[src/rtl/divisor_multiple_gen.sv]
// Streams every multiple of the selected divisor in ascending order over a valid/ready port.
// Optional build macro DIVMULT_SKIP_ZERO_EN starts the stream at d instead of 0.
module divisor_multiple_gen #(
  parameter int WIDTH = 5
) (
  input  logic             clk,
  input  logic             rst_n,
  input  logic             start,
  input  logic [2:0]       sel,
  output logic             busy,
  output logic             out_valid,
  input  logic             out_ready,
  output logic [WIDTH-1:0] out_data,
  output logic             out_last,
  output logic             done
);

  localparam logic [1:0] S_IDLE = 2'd0;
  localparam logic [1:0] S_EMIT = 2'd1;
  localparam logic [1:0] S_DONE = 2'd2;

  localparam int DW = 4;
  // Two spare bits so value + d can never overflow the compare.
  localparam int SW = WIDTH + 2;
  localparam logic [SW-1:0] MAXV = {2'b00, {WIDTH{1'b1}}};

  function automatic logic [DW-1:0] d_of_sel(input logic [2:0] s);
    logic [DW-1:0] d;
    d = 4'd7;
    case (s)
      3'b000: d = 4'd7;
      3'b001: d = 4'd6;
      3'b010: d = 4'd5;
      3'b011: d = 4'd4;
      3'b100: d = 4'd3;
      3'b101: d = 4'd2;
      3'b110: d = 4'd9;
      3'b111: d = 4'd8;
    endcase
    return d;
  endfunction

  logic [1:0]       state_q, state_d;
  logic [DW-1:0]    d_q, d_d;
  logic [WIDTH-1:0] data_q, data_d;
  logic             last_q, last_d;

  logic [SW-1:0]    sel_d_ext, cur_d_ext, first_val, nxt;

  always_comb begin
    state_d   = state_q;
    d_d       = d_q;
    data_d    = data_q;
    last_d    = last_q;
    sel_d_ext = {{(SW-DW){1'b0}}, d_of_sel(sel)};
    cur_d_ext = {{(SW-DW){1'b0}}, d_q};
`ifdef DIVMULT_SKIP_ZERO_EN
    first_val = sel_d_ext;
`else
    first_val = '0;
`endif
    nxt = {2'b00, data_q} + cur_d_ext;
    case (state_q)
      S_IDLE: begin
        if (start) begin
          d_d     = d_of_sel(sel);
          data_d  = first_val[WIDTH-1:0];
          last_d  = (first_val + sel_d_ext) > MAXV;
          state_d = S_EMIT;
        end
      end
      S_EMIT: begin
        if (out_ready) begin
          if (last_q) begin
            last_d  = 1'b0;
            state_d = S_DONE;
          end else begin
            // out_last for the next beat is looked ahead one step.
            data_d = nxt[WIDTH-1:0];
            last_d = (nxt + cur_d_ext) > MAXV;
          end
        end
      end
      S_DONE:  state_d = S_IDLE;
      default: state_d = S_IDLE;
    endcase
  end

  always_ff @(posedge clk or negedge rst_n) begin
    if (!rst_n) begin
      state_q <= S_IDLE;
      d_q     <= '0;
      data_q  <= '0;
      last_q  <= 1'b0;
    end else begin
      state_q <= state_d;
      d_q     <= d_d;
      data_q  <= data_d;
      last_q  <= last_d;
    end
  end

  assign out_valid = (state_q == S_EMIT);
  assign busy      = (state_q != S_IDLE);
  assign done      = (state_q == S_DONE);
  assign out_data  = data_q;
  assign out_last  = last_q;

endmodule
[config.mk]
export PLATFORM = sky130hd
export DESIGN_NAME = divisor_multiple_gen
export DESIGN_NICKNAME = d
export VERILOG_FILES = /design/src/rtl/divisor_multiple_gen.sv
export SDC_FILE = /design/constraint.sdc
export NUM_CORES = 1
export LEC_CHECK = 0
export BUFFER_PORTS_ARGS = -buffer_cell sky130_fd_sc_hd__buf_2
export CAP_MARGIN = 20
export CORE_MARGIN = 2
export CORE_UTILIZATION = 56
export DETAILED_ROUTE_END_ITERATION = 12
export PLACE_DENSITY = 0.81
export SLEW_MARGIN = 30
export SYNTH_ARGS = -nofsm -noshare
export SYNTH_HDL_FRONTEND = slang
export SYNTH_SLANG_ARGS = --single-unit
[constraint.sdc]
create_clock -name clk -period 5.27 [get_ports clk]
set_input_delay 0.7905 -clock clk [delete_from_list [all_inputs] [get_ports clk]]
set_output_delay 0.7905 -clock clk [all_outputs]
set_load 0.01 [all_outputs]
==> metrics <==
status=finished, final reports clean; EDFF count, synth=0; crit path time final=2350 ps; area of the multi-input gates=448 µm²; WP data arrival=2550 ps; setup TNS=0 ps; synthesized cell area=790 µm²; xor/xnor share of the synthesized area=3.33%; CTS tree=done; fin nets=121; drt via density=5.44; number of DRC markers in iteration 0=14; first-pass GRT wire length=2700 µm; Initial Util=60.7%; Slew Viols, Final=0; simple-gate area share of the yosys netlist=12.2%; IO Port Bufs=15; Min-Delay Path Class=input pin to asynchronous set/reset pin; final period utilization=44.6%; CTS H-Tree Depth=1; drt drc=0; Synth area leader=dfrtp_1; Max Fclk=0.425 GHz; met1 Use GR=29.7%; Final Skew=2.26 ps; Synth Instances=83; CP endpoint kind=register; CTS Buffer Depth=2; die area=1730 µm²; Seq/Total Area, Yosys=38.0%; remaining global-route overflow=0; # rows=13; unrepaired setup endpoints after global routing=no; I/O pin total=16; clock latency on the worst-skew pair=280 ps; Final Cell Area=906 µm²; Yosys reg bits=12; ranking of synthesized cells by area=dfrtp_1 (38%), ha_1 (14%), inv_1 (5.2%), fa_1 (5.1%), nand2_1 (4.8%); Power Density=702 nW/µm²; CTS Root Cell=clkbuf_4; Max FO, Critical Path=4; DP HPWL=1180 µm; TritonCTS buffer count=3; total core area=1300 µm²; Yosys top cell area share=38.0%; CTS sink count=12; share of layout cells above drive strength 1=21.8%; Max-Cap Viols=0; Routed Antenna Nets=0; total vias in the final route=631; CP Class=register to register; Warnings, synthesis=0; Avg Cell Area, Syn=9.51 µm²; Async SR Flop Fraction=100%; maximum VDD drop=0.417 mV; area of placed instances=883 µm²; category of the worst setup path launch point=register; GP Congestion=0.774; WL final=1470 µm; syn nets=101; antenna violations before repair=0; M2 GR Usage=30.0%; Slew HR=73.9%; Hold-fix buffers, CTS=0; Finished Core Util=69.6%; final hold violation count=0; Req. time, crit path=5470 ps; compound-gate portion of the synthesized area=21.9%; storage element area=300 µm²; vias in the first global route=597; Synth cell types=25; Layout Area Growth over Synthesis=14.7%; main combinational cell family by area after synthesis=compound AO/OA/AOI/OAI gates; Clock transition at path regs=70 ps; gr busiest metal=met2; post-synthesis mux area share=0%; routing usage on met3=3.91%; post-CTS setup buffers=0; GRT Util Overall=20.9%; largest net degree at the start of global routing=13; Die X=41.5 µm; # setup viols final=0; Least-Margin Pin Slew=392 ps; Tot Pwr=636 µW; PostCTS Resize Cnt=0; routed len/inst=12.6 µm; number of iterations in the first detailed-routing pass=4; Die Y=41.5 µm; Post-Synth Adder-Cell Area=19.3%; FILL cells=112; Top FF cell, synth=dfrtp_1; Leak Pwr=0.000477 µW; diode count=0
[cell type report]
| type | count | area share [%] |
|---|---|---|
| inverter | 11 | 4.56 |
| timing repair buffer | 15 | 8.29 |
| multi-input combinational | 60 | 49.4 |
| sequential | 12 | 33.1 |
| tap | 15 | 2.07 |
| clock buffer | 3 | 2.49 |
[cells in the mapped netlist, types with 2 or more instances]
cell type  count
nand2b_1       4
nor2_1         4
a21o_1         3
a21oi_1        2
ha_1           9
fa_1           2
o31ai_1        2
xnor2_1        2
nand2_1       10
a31oi_1        2
inv_1         11
a21oi_2        2
o21ai_0        7
dfrtp_1       12
[placed cells by master (no fill, tap or decap), drive strengths merged]
cell / count
o21ai: 7
a311o: 1
clkbuf: 3
xor2: 1
a22o: 2
ha: 9
fa: 2
inv: 11
a31oi: 2
a22oi: 1
a211oi: 1
a21oi: 4
nor2: 5
o31ai: 2
nand2: 10
nor2b: 1
xnor2: 2
buf: 15
dfrtp: 12
and3: 1
o21bai: 1
a21o: 3
o221ai: 1
nand2b: 4
[sequential cells by signal, summed over array words and instances (netlist names)]
signal	flops
out_data	5
d_q	4
state_q	2
out_last	1
[power breakdown]
part	total (µW)	internal (µW)	switching, µW
registers	181	136	45.3
clock network	56.1	26.5	29.6
logic	398	173	225
total	636	336	300
[critical path: stages, from the launching register on]
cell and delay, ps:
dfrtp_1 400, ha_1 220, inv_1 70, fa_1 460, fa_1 400, inv_1 60, a21o_1 110, a21oi_1 60
a311o_1 340, a31oi_1 150
[metal layers]
metal	vias up	wire length [µm]
met5	-	0
met4	0	40
met3	5	54
met2	14	639
met1	288	731
li1	324	-
[path summary, 6_finish.rpt]
kind	startpoint	endpoint	slack (ps)	cells past startpoint
min in group clk	out_data[0]	out_data[0]	540	2
max reg2reg	out_data[0]	out_last	2920	9
max in group asynchronous	rst_n	out_last	4670	1
min reg2reg	out_data[0]	out_data[0]	540	2
max	out_data[0]	out_last	2920	9
min	rst_n	out_data[0]	380	1
[cell families (layout without fill, tap and decap cells)]
group,Yosys count,in the layout
DFF,12,12
and+or+nand+nor,21,21
buffers and inverters,11,29
AOI/OAI and AO/OA,25,25
adders and majority gates,11,11
xor gates and xnor gates,3,3
[stage by stage]
| step | std cells | hold slack, ps | setup slack (ps) |
|---|---|---|---|
| final | 116 | 382 | 2920 |
| after global placement | 113 | 505 | 2970 |
| after global routing | 116 | 397 | 2750 |
| after floorplan | 83 | 479 | 2970 |
| after detailed placement | 113 | 519 | 2920 |
| after CTS | 116 | 387 | 2910 |
(Power assumes the default switching activity.)
